## src/rtl/cnt_pkg.sv

```systemverilog
// Shared types and constants for the up/down modulo counter.
// Provides the run-time mode encoding and the direction literals.
package cnt_pkg;

  typedef enum logic {
    MODE_SAT  = 1'b0,
    MODE_WRAP = 1'b1
  } mode_t;

  localparam logic UP = 1'b1;
  localparam logic DN = 1'b0;

endpackage

```

## src/rtl/tick_divider.sv

```systemverilog
// Enable-gated clock-enable divider: tick on every PRESCALE-th enabled cycle.
// Only instantiated when CNT_PRESCALE_EN is defined.
module tick_divider #(
  parameter int PRESCALE = 4
) (
  input  logic clk,
  input  logic reset,
  input  logic clr,
  input  logic en,
  output logic tick
);

  localparam int            CW   = (PRESCALE > 1) ? $clog2(PRESCALE) : 1;
  localparam logic [CW-1:0] LAST = CW'(PRESCALE - 1);

  logic [CW-1:0] div_p1;

  assign tick = en && (div_p1 == LAST);

  // ---- stage p1: divider phase register ----
  always_ff @(posedge clk or posedge reset) begin
    if (reset) begin
      div_p1 <= '0;
    end else if (clr) begin
      div_p1 <= '0;
    end else if (en) begin
      div_p1 <= tick ? '0 : div_p1 + CW'(1);
    end
  end

endmodule

```

## src/rtl/updown_mod_counter.sv

```systemverilog
// Up/down counter with programmable terminal value, saturate/wrap mode and load.
// Optional prescaled stepping is built when CNT_PRESCALE_EN is defined.
module updown_mod_counter
  import cnt_pkg::*;
#(
  parameter int WIDTH    = 4,
  parameter int MAX_VAL  = 2**WIDTH - 1,
  parameter int PRESCALE = 4
) (
  input  logic             clk,
  input  logic             reset,
  input  logic             en,
  input  logic             up_dn,
  input  mode_t            mode,
  input  logic             load,
  input  logic [WIDTH-1:0] load_val,
  output logic [WIDTH-1:0] val_out,
  output logic             at_max,
  output logic             at_min,
  output logic             bnd_evt
);

  localparam logic [WIDTH-1:0] MAX_W = WIDTH'(MAX_VAL);

  if (MAX_VAL < 0 || MAX_VAL > 2**WIDTH - 1) begin : g_bad_max
    $error("updown_mod_counter: MAX_VAL out of range for WIDTH");
  end
  if (PRESCALE < 1) begin : g_bad_prescale
    $error("updown_mod_counter: PRESCALE must be >= 1");
  end

  function automatic logic [WIDTH-1:0] clamp_load(input logic [WIDTH-1:0] v);
    return (v > MAX_W) ? MAX_W : v;
  endfunction

  // Returns {bound_hit, next_value}; bounds are tested before any +/-1.
  function automatic logic [WIDTH:0] step_val(input logic [WIDTH-1:0] v,
                                              input logic dir, input mode_t md);
    logic [WIDTH:0] r;
    r = {1'b0, v};
    case (dir)
      UP: r = (v == MAX_W) ? {1'b1, (md == MODE_WRAP) ? '0 : MAX_W}
                           : {1'b0, v + WIDTH'(1)};
      DN: r = (v == '0)    ? {1'b1, (md == MODE_WRAP) ? MAX_W : '0}
                           : {1'b0, v - WIDTH'(1)};
      default: r = {1'b0, v};
    endcase
    return r;
  endfunction

  logic step_tick;

`ifdef CNT_PRESCALE_EN
  tick_divider #(.PRESCALE(PRESCALE)) u_div (
    .clk   (clk),
    .reset (reset),
    .clr   (load),
    .en    (en),
    .tick  (step_tick)
  );
`else
  assign step_tick = 1'b1;
`endif

  logic [WIDTH-1:0] cnt_p0, cnt_p1;
  logic             evt_p0, evt_p1;

  // ---- stage p0: next-state selection (load > step > hold) ----
  always_comb begin
    cnt_p0 = cnt_p1;
    evt_p0 = 1'b0;
    if (load) begin
      cnt_p0 = clamp_load(load_val);
    end else if (en && step_tick) begin
      {evt_p0, cnt_p0} = step_val(cnt_p1, up_dn, mode);
    end
  end

  // ---- stage p1: count and bound-event registers ----
  always_ff @(posedge clk or posedge reset) begin
    if (reset) begin
      cnt_p1 <= '0;
      evt_p1 <= 1'b0;
    end else begin
      cnt_p1 <= cnt_p0;
      evt_p1 <= evt_p0;
    end
  end

  assign val_out = cnt_p1;
  assign bnd_evt = evt_p1;
  assign at_max  = (cnt_p1 == MAX_W);
  assign at_min  = (cnt_p1 == '0);

endmodule

```

## config.mk

```make
export PLATFORM = sky130hd
export DESIGN_NAME = updown_mod_counter
export DESIGN_NICKNAME = d
export VERILOG_FILES = /design/src/rtl/cnt_pkg.sv /design/src/rtl/tick_divider.sv /design/src/rtl/updown_mod_counter.sv
export SDC_FILE = /design/constraint.sdc
export NUM_CORES = 1
export LEC_CHECK = 0
export BUFFER_PORTS_ARGS = -buffer_cell sky130_fd_sc_hd__buf_2
export CAP_MARGIN = 15
export CORE_AREA = 2 2 39 41
export DETAILED_ROUTE_END_ITERATION = 12
export DIE_AREA = 0 0 41 43
export HOLD_SLACK_MARGIN = 0.02
export PLACE_DENSITY = 0.67
export SYNTH_ARGS = -nofsm -noshare
export SYNTH_HDL_FRONTEND = slang
export SYNTH_HIERARCHICAL = 1
export SYNTH_SLANG_ARGS = --single-unit
```

## constraint.sdc

```tcl
create_clock -name clk -period 1.6 [get_ports clk]
set_clock_uncertainty 0.2 [all_clocks]
set_input_delay 0.24 -clock clk [delete_from_list [all_inputs] [get_ports clk]]
set_output_delay 0.24 -clock clk [all_outputs]
set_load 0.005 [all_outputs]
```

==> flow_summary_export.csv <==
group,metric,value,unit
setup_path,worstRegToRegCells,7,
cells_and_area,nFillCells,117,
global_routing,grt_use_total,22.51,%
timing,setup_tns,-0.7136,ns
route,drtAntennaViolNets,0,
global_routing,grt_max_degree,13,
setup_path,path_class,"reg -> out",
yosys,yosysUniqueCellTypes,37,
floorplanning,die_h,43,µm
route,wl_per_cell,13.83,µm
yosys,synth_area_leaders,"dfrtp_1, nand2b_1, ha_1",
route,wirelength,1521,µm
yosys,synth_nets,71,
setup_path,reg2reg_slack,-0.12,ns
place,place_congestion,0.8404,
route,num_vias,579,
place,portBuffers,16,
setup_path,timing.rr.end,"val_out[0]",
global_routing,grt_pass1_wl,2573,µm
route,drtIter0Drc,5,
setup_path,crit_path_end_kind,"output port",
yosys,async_reset_ff_share,100.0,%
cells_and_area,finalInstanceArea,837.1,µm²
floorplanning,dieWidth,41,µm
timing,drv_slew,0,
place,postPlaceCellArea,705.7,µm²
yosys,synth_area,521.8,µm²
floorplanning,start_util,37.70,%
setup_path,r2r-start,"val_out[0]",
timing,hold_violations,0,
place,dpl.hpwl,1079,µm
cts,h-tree-depth,1,
floorplanning,die_area,0.001763,mm²
timing,layout_setup_ws,-0.1869,ns
place,dp.cells,98,
yosys,synth_top_area_share,23.98,%
power_and_ir_drop,vdd_drop_max,336.4,µV
timing,rsz0062_at_grt,"yes",
yosys,ys_top_cells_by_count,"dfrtp_1, nand2_1, nand2b_1",
cells_and_area,diodes,0,
yosys,avgSynthCellArea,8.843,µm²
run_status,status,"finished with violations",
run_status,violations,"negative setup slack",
worst_hold_path,min_path_type,"in -> reg",
power_and_ir_drop,total_power,609.8,µW
global_routing,antenna_found_initial,0,
timing,setup_viol,7,
cts,clk_path_buf_depth,2,
setup_path,crit_end,"at_min",
timing,final.min_clock_period,1.787,ns
job,cap_violations,0,
cells_and_area,layout.cells.non_filler,110,
setup_path,worstPathArrival,1.35,ns
route,first_pass_iters,4,
cells_and_area,drive_gt1_share,54.26,%
cells_and_area,nets,107,
cells_and_area,area_growth,60.43,%
power_and_ir_drop,p_leak,0.0003785,µW
power_and_ir_drop,p_per_area,728.5,mW/mm²
timing,finalCritPeriodShare,111.7,%
worst_hold_path,whs_path_depth,3,
setup_path,crit_start,"val_out[0]",
yosys,yosys.area.top_type,"dfrtp_1",
timing,worst_pin_slew,0.2809,ns
floorplanning,io_pins,17,
cts,clk_pin_slew_worst_paths,0.05,ns
yosys,synth_cells,59,
yosys,yosysWarningCount,6,
floorplanning,core_area,0.001384,mm²
yosys,synthFlopType,"dfrtp_1",
cts,cts_tree,"done",
timing,timing.fmax,0.5596,GHz
route,drc,0,
yosys,synth-edff-count,0,
global_routing,grt_overflow,0,
setup_path,required,1.16,ns
floorplanning,num_rows,14,
cts,cts.sinks,5,
yosys,yosys_register_bits,5,
setup_path,cp_max_fo,4,
global_routing,first_global_vias,585,
cts,clk_latency,0.26,ns
setup_path,cp-start-kind,"flop",
yosys,seq_area_frac_synth,23.98,%
timing,slew_headroom,80.97,%
route,viasPerCell,5.264,
cts,cts_root_buf,"clkbuf_4",
cts,cts_made_buffers,3,
logic make-up (layout without fill, tap and decap cells):
family	Yosys count	in the layout	synth area share (%)
compound gates	17	17	24.94
flops	5	5	23.98
simple gates	25	25	32.86
mux	2	2	5.035
buf+inv	8	43	8.393
fa+ha+maj	2	2	4.795
routing by layer:
layer / routed length [µm] / GRT usage (%) / share of wire (%) / up-vias
li1: - / - / - / 291
met1: 635 / 24.84 / 42 / 255
met2: 730 / 31.87 / 48 / 24
met3: 98 / 7.330 / 6.4 / 9
met4: 57 / 20.67 / 3.7 / 0
met5: 0 / 0 / 0 / -
cells in the final DEF (no fill, tap or decap), drive strengths merged, types with 2 or more instances in the layout:
cell	Yosys	layout
buf	4	32
nor3	2	2
o21ai	6	6
dfrtp	5	5
a21oi	3	3
dlygate4sd3	0	4
nor2	2	2
nand2b	5	5
nor3b	2	2
ha	2	2
clkbuf	1	4
nand2	5	5
inv	3	3
mux2	2	2
flip-flops by register name, summed over array words and instances, names as in the netlist:
signal	flops
bnd_evt	1
val_out	4
final cells by class:
class	count	area (µm²)	area share, %
Tap cell	16	20.02	2.392
Timing Repair Buffer	36	269.0	32.14
Sequential cell	5	128.9	15.40
Inverter	3	11.26	1.345
Clock buffer	4	26.28	3.139
Multi-Input combinational cell	46	381.6	45.59
critical path, stage by stage (launching register included):
cell and delay (ns):
dfrtp_2 0.44, inv_2 0.09, ha_4 0.15, nor3b_4 0.19
buf_4 0.14, buf_6 0.08
worst min path at each step:
stage / from / to / slack, ns
final: load_val[3] / val_out[3] / 0.02
after global routing: load_val[3] / val_out[3] / 0.03
after CTS: load_val[3] / val_out[3] / 0.02
after detailed placement: reset / val_out[2] / -0.03
after global placement: reset / val_out[2] / -0.04
after floorplan: reset / bnd_evt / -0.18
report_power, final:
group	leakage (µW)	switching [µW]	internal [µW]	total, µW
Clock	0.0000150	67.8	95.3	163
Sequential	0.0000585	28.8	142	171
Combinational	0.000305	111	165	276
stage by stage:
step | setup slack [ns] | util, % | hold WS [ns]
after floorplan | -0.1068 | - | -0.1815
final | -0.1869 | 60.49 | 0.01759
after detailed placement | -0.1206 | 50.99 | -0.03062
after global routing | -0.2602 | 60.49 | 0.03177
after global placement | -0.1063 | 50.99 | -0.03628
after CTS | -0.1966 | 60.40 | 0.02234
timing repair:
item / 4_1_cts / 5_1_grt
gates resized for setup: 7 / 1
endpoints found under the hold margin: 8 / 0
setup endpoints to repair: 6 / 7
buffers inserted: 4 / 0
hold buffers: 4 / 0
pin swaps: 4 / 1
Note: power is estimated with default switching activity, not from simulation.
